===== config.mk =====
export PLATFORM = sky130hd
export DESIGN_NAME = instr_sequencer
export DESIGN_NICKNAME = d
export VERILOG_FILES = /design/src/rtl/legv8_ctrl_pkg.sv /design/src/rtl/instr_decode.sv /design/src/rtl/instr_sequencer.sv
export SDC_FILE = /design/constraint.sdc
export NUM_CORES = 1
export LEC_CHECK = 0
export BUFFER_PORTS_ARGS = -buffer_cell sky130_fd_sc_hd__buf_2
export CORE_ASPECT_RATIO = 1.75
export CORE_UTILIZATION = 48
export DETAILED_ROUTE_END_ITERATION = 7
export PLACE_DENSITY = 0.78
export REMOVE_ABC_BUFFERS = 1
export SYNTH_ARGS = -nofsm -noshare
export SYNTH_HDL_FRONTEND = slang
export SYNTH_HIERARCHICAL = 1
export SYNTH_SLANG_ARGS = --single-unit

===== constraint.sdc =====
create_clock -name clock -period 4.92 [get_ports clock]
set_input_delay 0.246 -clock clock [delete_from_list [all_inputs] [get_ports clock]]
set_output_delay 0.246 -clock clock [all_outputs]
set_load 0.01 [all_outputs]

===== src/rtl/legv8_ctrl_pkg.sv =====
// Shared definitions for the LEGv8 multi-cycle control sequencer: state and
// instruction-class encodings, opcodes, ALU function selects, PC-select codes
// and the control-word layout.
package legv8_ctrl_pkg;

   typedef enum logic [1:0] {
      ST_FETCH = 2'b00,
      ST_EXEC  = 2'b01,
      ST_MEM   = 2'b10,
      ST_HALT  = 2'b11
   } state_e;

   typedef enum logic [2:0] {
      CL_ILLEGAL = 3'd0,
      CL_ADD     = 3'd1,
      CL_SUB     = 3'd2,
      CL_ADDI    = 3'd3,
      CL_LDUR    = 3'd4,
      CL_STUR    = 3'd5,
      CL_B       = 3'd6,
      CL_CBZ     = 3'd7
   } iclass_e;

   // Opcodes, left-aligned at IR[31]; each has its own width.
   localparam logic [10:0] OP_ADD  = 11'b10001011000;
   localparam logic [10:0] OP_SUB  = 11'b11001011000;
   localparam logic [9:0]  OP_ADDI = 10'b1001000100;
   localparam logic [10:0] OP_LDUR = 11'b11111000010;
   localparam logic [10:0] OP_STUR = 11'b11111000000;
   localparam logic [5:0]  OP_B    = 6'b000101;
   localparam logic [7:0]  OP_CBZ  = 8'b10110100;

   // ALU function selects; values follow the ALU's own encoding.
   localparam logic [4:0] FS_ADD   = 5'b01000;
   localparam logic [4:0] FS_SUB   = 5'b01001;
   localparam logic [4:0] FS_PASSB = 5'b00111;

   // PC-select codes.
   localparam logic [1:0] PSEL_HOLD   = 2'b00;
   localparam logic [1:0] PSEL_INC    = 2'b01;
   localparam logic [1:0] PSEL_BRANCH = 2'b11;

   localparam logic [4:0] REG_XZR = 5'd31;

   // Control word, MSB first: field order fixes the bit positions.
   typedef struct packed {
      logic [1:0] psel;    // [30:29]
      logic [4:0] da;      // [28:24]
      logic [4:0] sa;      // [23:19]
      logic [4:0] sb;      // [18:14]
      logic [4:0] fsel;    // [13:9]
      logic       regw;    // [8]
      logic       ramw;    // [7]
      logic       en_mem;  // [6]
      logic       en_alu;  // [5]
      logic       en_b;    // [4]
      logic       en_pc;   // [3]
      logic       bsel;    // [2]
      logic       pcsel;   // [1]
      logic       sl;      // [0]
   } ctrl_t;

   localparam ctrl_t CW_ZERO  = ctrl_t'(31'd0);
   localparam ctrl_t CW_IDLE  = ctrl_t'({PSEL_HOLD, REG_XZR, REG_XZR, REG_XZR,
                                         5'd0, 9'd0});
   localparam ctrl_t CW_FETCH = ctrl_t'({PSEL_HOLD, REG_XZR, REG_XZR, REG_XZR,
                                         5'd0, 1'b0, 1'b0, 1'b1, 1'b0, 1'b0,
                                         1'b1, 1'b0, 1'b0, 1'b0});

endpackage


===== src/rtl/instr_decode.sv =====
// Combinational instruction decoder: classifies the instruction register and
// extracts register fields and the class-specific constant K.
module instr_decode
   import legv8_ctrl_pkg::*;
(
   input  logic [31:0] ir_i,
   output iclass_e     class_o,
   output logic [4:0]  rd_o,
   output logic [4:0]  rn_o,
   output logic [4:0]  rm_o,
   output logic [63:0] k_o
);

   assign rd_o = ir_i[4:0];
   assign rn_o = ir_i[9:5];
   assign rm_o = ir_i[20:16];

   // Opcode match (variable-width opcodes) and constant extraction.
   always_comb begin
      class_o = CL_ILLEGAL;
      k_o     = '0;
      if (ir_i[31:26] == OP_B) begin
         class_o = CL_B;
         k_o     = {{38{ir_i[25]}}, ir_i[25:0]};
      end else if (ir_i[31:24] == OP_CBZ) begin
         class_o = CL_CBZ;
         k_o     = {{45{ir_i[23]}}, ir_i[23:5]};
      end else if (ir_i[31:22] == OP_ADDI) begin
         class_o = CL_ADDI;
         k_o     = {52'd0, ir_i[21:10]};
      end else if (ir_i[31:21] == OP_ADD) begin
         class_o = CL_ADD;
      end else if (ir_i[31:21] == OP_SUB) begin
         class_o = CL_SUB;
      end else if (ir_i[31:21] == OP_LDUR) begin
         class_o = CL_LDUR;
         k_o     = {{55{ir_i[20]}}, ir_i[20:12]};
      end else if (ir_i[31:21] == OP_STUR) begin
         class_o = CL_STUR;
         k_o     = {{55{ir_i[20]}}, ir_i[20:12]};
      end
   end

endmodule


===== src/rtl/instr_sequencer.sv =====
// Multi-cycle LEGv8 control sequencer: fetches into IR, then steps through
// EXEC and (for loads/stores) MEM, driving the datapath control word and K.
module instr_sequencer
   import legv8_ctrl_pkg::*;
(
   input  logic        clock,
   input  logic        reset_n,
   input  logic [31:0] mem_data,
   input  logic        mem_ready,
   input  logic        alu_zero,
   output logic [30:0] controlword,
   output logic [63:0] K,
   output logic [1:0]  state,
   output logic        halted
);

   state_e      state_q, state_d;
   logic [31:0] ir_q, ir_d;
   ctrl_t       cw;

   iclass_e     dec_class;
   logic [4:0]  dec_rd, dec_rn, dec_rm;
   logic [63:0] dec_k;

   instr_decode u_decode (
      .ir_i    (ir_q),
      .class_o (dec_class),
      .rd_o    (dec_rd),
      .rn_o    (dec_rn),
      .rm_o    (dec_rm),
      .k_o     (dec_k)
   );

   // State and instruction register; reset aborts any instruction in flight.
   always_ff @(posedge clock or negedge reset_n) begin
      if (!reset_n) begin
         state_q <= ST_FETCH;
         ir_q    <= '0;
      end else begin
         state_q <= state_d;
         ir_q    <= ir_d;
      end
   end

   // Next-state, control-word and K generation.
   always_comb begin
      state_d = state_q;
      ir_d    = ir_q;
      cw      = CW_IDLE;
      K       = '0;
      case (state_q)
         ST_FETCH: begin
            cw = CW_FETCH;
            if (mem_ready) begin
               ir_d    = mem_data;
               state_d = ST_EXEC;
            end
         end
         ST_EXEC: begin
            K       = dec_k;
            state_d = ST_FETCH;
            case (dec_class)
               CL_ADD, CL_SUB, CL_ADDI: begin
                  cw.sa     = dec_rn;
                  cw.sb     = dec_rm;
                  cw.da     = dec_rd;
                  cw.fsel   = (dec_class == CL_SUB) ? FS_SUB : FS_ADD;
                  cw.en_alu = 1'b1;
                  cw.regw   = 1'b1;
                  cw.sl     = ir_q[29];
                  cw.psel   = PSEL_INC;
                  cw.bsel   = (dec_class == CL_ADDI);
               end
               CL_LDUR, CL_STUR: begin
                  cw.sa     = dec_rn;
                  cw.bsel   = 1'b1;
                  cw.fsel   = FS_ADD;
                  cw.en_alu = 1'b1;
                  state_d   = ST_MEM;
               end
               CL_B: begin
                  cw.psel  = PSEL_BRANCH;
                  cw.pcsel = 1'b1;
               end
               CL_CBZ: begin
                  cw.sb     = dec_rd;
                  cw.fsel   = FS_PASSB;
                  cw.en_alu = 1'b1;
                  if (alu_zero) begin
                     cw.psel  = PSEL_BRANCH;
                     cw.pcsel = 1'b1;
                  end else begin
                     cw.psel = PSEL_INC;
                  end
               end
               default: begin
                  cw      = CW_ZERO;
                  K       = '0;
                  state_d = ST_HALT;
               end
            endcase
         end
         ST_MEM: begin
            // Address terms stay on the ALU for the whole access; the write
            // strobe and PC step are held back until the bus completes.
            K         = dec_k;
            cw.sa     = dec_rn;
            cw.bsel   = 1'b1;
            cw.fsel   = FS_ADD;
            cw.en_alu = 1'b1;
            cw.en_mem = 1'b1;
            if (dec_class == CL_LDUR) begin
               cw.da = dec_rd;
            end else begin
               cw.sb = dec_rd;
            end
            if (mem_ready) begin
               cw.psel = PSEL_INC;
               if (dec_class == CL_LDUR) begin
                  cw.regw = 1'b1;
               end else begin
                  cw.ramw = 1'b1;
               end
               state_d = ST_FETCH;
            end
         end
         ST_HALT: begin
            cw = CW_ZERO;
         end
      endcase
   end

   assign controlword = cw;
   assign state       = state_q;
   assign halted      = (state_q == ST_HALT);

endmodule


==> flow_summary.toml, run 1 <==
[outcome]
status = "completed"

[placed_design]
io_buffers = 131
dp_hpwl_mm = 6.66
gp_congestion = 0.903
placed_cells = 542

[synth]
postSynthCellCount = 404
async_reset_ff_frac = 1.00
synthFlopType = "dfrtp_1"
synth_seq_cells = 34
ys_seq_area_frac = 0.237
synth_edf_count = 0
yosysWarnings = 6
syn_area_um2 = 3600
ys_types = 53
synth_area_per_cell_um2 = 8.90

[floorplanning]
rows = 41
io_pins = 134
initial_core_util = 0.497
die_w_um = 67.4
dieHeight_um = 117
core_um2 = 7230
die-area_um2 = 7860

[timing]
setup_tns_ns = 0
rsz0062_at_grt = "no"
period_minus_slack_ns = 4.40
relSlewSlack = 0.364
fin_worst_skew_ns = 0.00584
worst_pin_slew_ns = 0.954
max_freq_ghz = 0.227
setup_viol = 0
hold_viol = 0
report.final.slew_viol_count = 0
fin_crit_sh = 0.894

[finish]
syn_to_final_growth_pct = 8.70
drive_above_1_share = 0.463
layout.nets = 507
antenna_cells = 0
register_area_um2 = 851
fill_cells = 694
post-route-util = 0.541
multi_input_area_um2 = 2080
instances_no_fill = 550

[clock_network]
root_buffer = "clkbuf_16"
post_cts_buffers = 0
cts.path.max_buffers = 2
clkSinkCount = 34
cts_buffers = 5
clk_pin_slew_ns = 0.06
cts_resized = 0
hold_buffers = 0
cts_tree = "built"
insertion_delay_ns = 0.28
h-tree-depth = 2

[global_route]
grt_pass1_wl_mm = 13.6
grt_overflow = 0
grt_use_total = 0.229
first_global_vias = 2792
grt_max_degree = 65
antenna_found_initial = 0

[worst_setup_path]
end_kind = "output port"
critPathLaunch = "ir_q[29]"
critical_path.max_fanout = 64
cp.required_ns = 4.67
crit_type = "reg2out"
timing.rr.start = "ir_q[29]"
startpoint_type = "register"
crit_path_top_delay_cell = "a21boi_2"
path_cells = "nand4bb_1 -> a21boi_2 -> a211o_1 -> ha_1 -> o31a_1 -> o21a_4 -> and2_1 -> buf_2"
cp_slowest_stage_delay_ns = 0.64
crit_arrival_ns = 4.15

[route]
wirelength_mm = 8.72
viasPerCell = 5.59
ant_nets = 0
vias = 3076
drc = 0
firstDrtPassIters = 4
drt_iter0_drc = 150
wire_per_inst_um = 15.9

[hold_path]
hold_path_class = "in2async"

[pwr]
p_leak_nw = 2.25
powerDensity_nw_per_um2 = 158
p_total_mw = 0.618
peakVddDrop_v = 0.000134

[run]
drv_cap = 0
sequential cells by signal, indices dropped and copies added, names as in the netlist:
signal / flops
state: 2
ir_q: 32
synthesized netlist by cell type (all sizes together), types with 2 or more instances:
cell,number,share of area
buf,77,0.17
and2,66,0.14
dfrtp,34,0.24
mux2,32,0.10
nand2,20,0.021
a21o,19,0.040
a21oi,19,0.027
o21ai,16,0.022
nor2,14,0.015
inv,11,0.011
o22ai,11,0.019
a221oi,8,0.019
ha,8,0.028
a221o,6,0.017
clkbuf,6,0.0063
o211ai,6,0.013
nor3,5,0.0070
o2bb2ai,5,0.012
nor3b,4,0.013
a22oi,3,0.0063
and4bb,3,0.010
nand3,3,0.0042
or2,3,0.0052
and3,2,0.0049
nand2b,2,0.0035
nand4,2,0.0035
o2111ai,2,0.0049
o21a,2,0.0063
logic make-up (layout without fill, tap and decap cells):
group	Yosys count	in the layout	synth area share
and+or+nand+nor	131	131	0.245
AOI/OAI and AO/OA	103	103	0.201
muxes	32	32	0.100
DFF	34	34	0.237
buffers and inverters	94	153	0.186
other	1	2	0.00104
adders and majority gates	9	9	0.0306
critical path, delay by kind of cell (launching register included):
| family | cells | cell delay (ns) |
|---|---|---|
| AOI/OAI and AO/OA | 4 | 1.96 |
| adders and majority gates | 1 | 0.48 |
| buffers and inverters | 1 | 0.13 |
| DFF | 1 | 0.50 |
| and+or+nand+nor | 2 | 0.77 |
cells in the final DEF (no fill, tap or decap), types with 2 or more instances in the layout:
master / count
a21o_1: 19
a21oi_1: 18
a221o_1: 6
a221oi_1: 8
a22oi_1: 3
and2_1: 35
and2_4: 31
and4bb_1: 3
buf_2: 131
buf_4: 3
clkbuf_16: 5
conb_1: 2
dfrtp_1: 34
ha_1: 8
inv_1: 11
mux2_2: 32
nand2_1: 20
nand2b_1: 2
nand3_1: 3
nand4_1: 2
nor2_1: 14
nor3_1: 5
nor3b_1: 2
o2111ai_1: 2
o211ai_1: 6
o21ai_0: 13
o21ai_1: 3
o22ai_1: 11
o2bb2ai_1: 5
or2_2: 2
power breakdown:
| group | internal (mW) | switching, mW | total [mW] |
|---|---|---|---|
| clock network | 0.200 | 0.117 | 0.317 |
| logic | 0.00986 | 0.0108 | 0.0206 |
| registers | 0.280 | 0 | 0.280 |
layout make-up:
class | count | area share
inverter | 11 | 0.0106
clock inverter | 2 | 0.00320
timing repair buffer | 134 | 0.173
clock buffer | 6 | 0.0355
tap | 86 | 0.0275
multi-input combinational | 277 | 0.532
sequential | 34 | 0.218
routing by layer:
metal | routed length (µm) | up-vias | track usage | part of all wire
li1 | - | 1482 | - | -
met1 | 3230 | 1434 | 0.244 | 0.37
met2 | 4760 | 139 | 0.427 | 0.55
met3 | 489 | 21 | 0.0332 | 0.056
met4 | 239 | 0 | 0.108 | 0.027
met5 | 0 | - | 0 | 0
stage by stage:
stage / worst slack, ns / hold slack [ns] / cell area [µm²]
2_1_floorplan: 1.53 / -0.0496 / 2970
3_3_place_gp: 1.09 / 0.366 / 3760
3_5_place_dp: 0.933 / 0.377 / 3760
4_1_cts: 0.606 / 0.0726 / 3910
5_1_grt: 0.266 / 0.105 / 3910
6_report: 0.523 / 0.0378 / 3910
worst paths after layout:
path                                  to  slack (ns)  cells past startpoint
worst max-delay path               K[20]        0.52                      8
worst min-delay path             ir_q[2]        0.04                      1
worst max register to register  state[0]        1.30                     10
worst min register to register  ir_q[28]        0.56                      1
max in group asynchronous       ir_q[24]        4.39                      1
min in group clock               ir_q[2]        0.19                      2
(Power assumes the default switching activity.)
==> run 2: changes to the inputs <==
--- a/config.mk
+++ b/config.mk
@@ -9,7 +9,7 @@
 export CORE_ASPECT_RATIO = 1.75
 export CORE_UTILIZATION = 48
 export DETAILED_ROUTE_END_ITERATION = 7
-export PLACE_DENSITY = 0.78
+export PLACE_DENSITY = 0.77
 export REMOVE_ABC_BUFFERS = 1
 export SYNTH_ARGS = -nofsm -noshare
 export SYNTH_HDL_FRONTEND = slang
==> run 2 against run 1 <==
  * Fmax up 1.1%
  * Critical path type unchanged
  * Highest routed layer unchanged
  * Clock power up 15%
  * Global-route usage up 0.15 points
  * Die area unchanged
  * Clock skew up 0.0015 ns
  * Critical endpoint is now K[1]
==> flow_summary.toml, run 2 (synthesis gave the netlist of run 1 again) <==
[global_route]
antenna_found_initial = 0
grt_overflow = 0
grt_max_degree = 65
grt_pass1_wl_mm = 13.4
grt_use_total = 0.231
first_global_vias = 2714

[clock_network]
cts_buffers = 5
insertion_delay_ns = 0.28
post_cts_buffers = 0
cts_resized = 0
h-tree-depth = 2
hold_buffers = 0
cts_tree = "built"
cts.path.max_buffers = 2
clk_pin_slew_ns = 0.06
clkSinkCount = 34
root_buffer = "clkbuf_16"

[worst_setup_path]
crit_arrival_ns = 4.10
startpoint_type = "register"
end_kind = "output port"
cp.required_ns = 4.67
critical_path.max_fanout = 64
crit_type = "reg2out"

[floorplanning]
rows = 41
io_pins = 134
dieHeight_um = 117
die-area_um2 = 7860
initial_core_util = 0.497
core_um2 = 7230
die_w_um = 67.4

[finish]
layout.nets = 506
top_register = "ir_q"
instances_no_fill = 548
syn_to_final_growth_pct = 8.97
final_cell_mix = "buf_2 (131), and2_1 (35), dfrtp_1 (34)"
drive_above_1_share = 0.461
largest_register_ffs = 32
antenna_cells = 0
post-route-util = 0.542
mostFrequentLayoutCell = "buf_2"

[route]
viasPerCell = 5.68
firstDrtPassIters = 5
wire_per_inst_um = 16.2
wirelength_mm = 8.90
ant_nets = 0
drt_iter0_drc = 175
drc = 0
vias = 3110

[pwr]
p_leak_nw = 2.25
p_total_mw = 0.667
peakVddDrop_v = 0.000212
powerDensity_nw_per_um2 = 170

[timing]
fin_worst_skew_ns = 0.00731
rsz0062_at_grt = "no"
period_minus_slack_ns = 4.35
setup_viol = 0
worst_pin_slew_ns = 0.946
report.final.slew_viol_count = 0
setup_tns_ns = 0
max_freq_ghz = 0.230
relSlewSlack = 0.370
fin_crit_sh = 0.884
fin_hold_ws_ns = 0.0551
hold_viol = 0

[run]
drv_cap = 0

[hold_path]
hold_path_class = "in2async"

[placed_design]
gp_congestion = 0.915
io_buffers = 131
placed_cells = 541
dp_hpwl_mm = 6.69

[outcome]
status = "completed"
==> run 2: metal layers <==
metal / track usage / part of all wire / routed length (µm)
met1: 0.235 / 0.36 / 3190
met2: 0.429 / 0.54 / 4840
met3: 0.0420 / 0.067 / 593
met4: 0.121 / 0.031 / 279
met5: 0 / 0 / 0
==> run 2: critical path, stage by stage (launching register included) <==
cell and delay [ns]:
dfrtp_1 0.50, nand4bb_1 0.56, a21boi_2 0.62, a211o_1 0.45
ha_1 0.44, o31a_1 0.33, o21a_4 0.52, and2_1 0.23
buf_2 0.14
==> run 2: metrics by stage <==
step | setup slack (ns) | instance area [µm²]
floorplan | 1.53 | 2970
global route | 0.268 | 3920
CTS | 0.632 | 3920
detailed placement | 0.943 | 3750
global placement | 1.10 | 3750
finish | 0.571 | 3920
==> run 2: area by class of cell <==
| class | instances | area (µm²) |
|---|---|---|
| multi-input combinational | 277 | 2080 |
| fill | 678 | 3310 |
| sequential | 34 | 851 |
| clock buffer | 6 | 139 |
| inverter | 11 | 41.3 |
| clock inverter | 1 | 30.0 |
| tap | 86 | 108 |
| timing repair buffer | 133 | 671 |
==> run 2: where the power goes <==
part           switching (mW)  internal (mW)  total [mW]
logic                  0.0108        0.00984      0.0206
registers                   0          0.280       0.280
clock network           0.116          0.250       0.366
==> run 2: path summary, 6_finish.rpt <==
kind	startpoint	to	slack, ns	cells after the start
worst min-delay path	reset_n	ir_q[6]	0.06	1
min in group clock	mem_data[15]	ir_q[15]	0.19	2
worst min register to register	ir_q[28]	ir_q[28]	0.56	1
worst max register to register	ir_q[29]	state[0]	1.34	10
max in group asynchronous	reset_n	ir_q[21]	4.35	1
worst max-delay path	ir_q[29]	K[1]	0.57	8
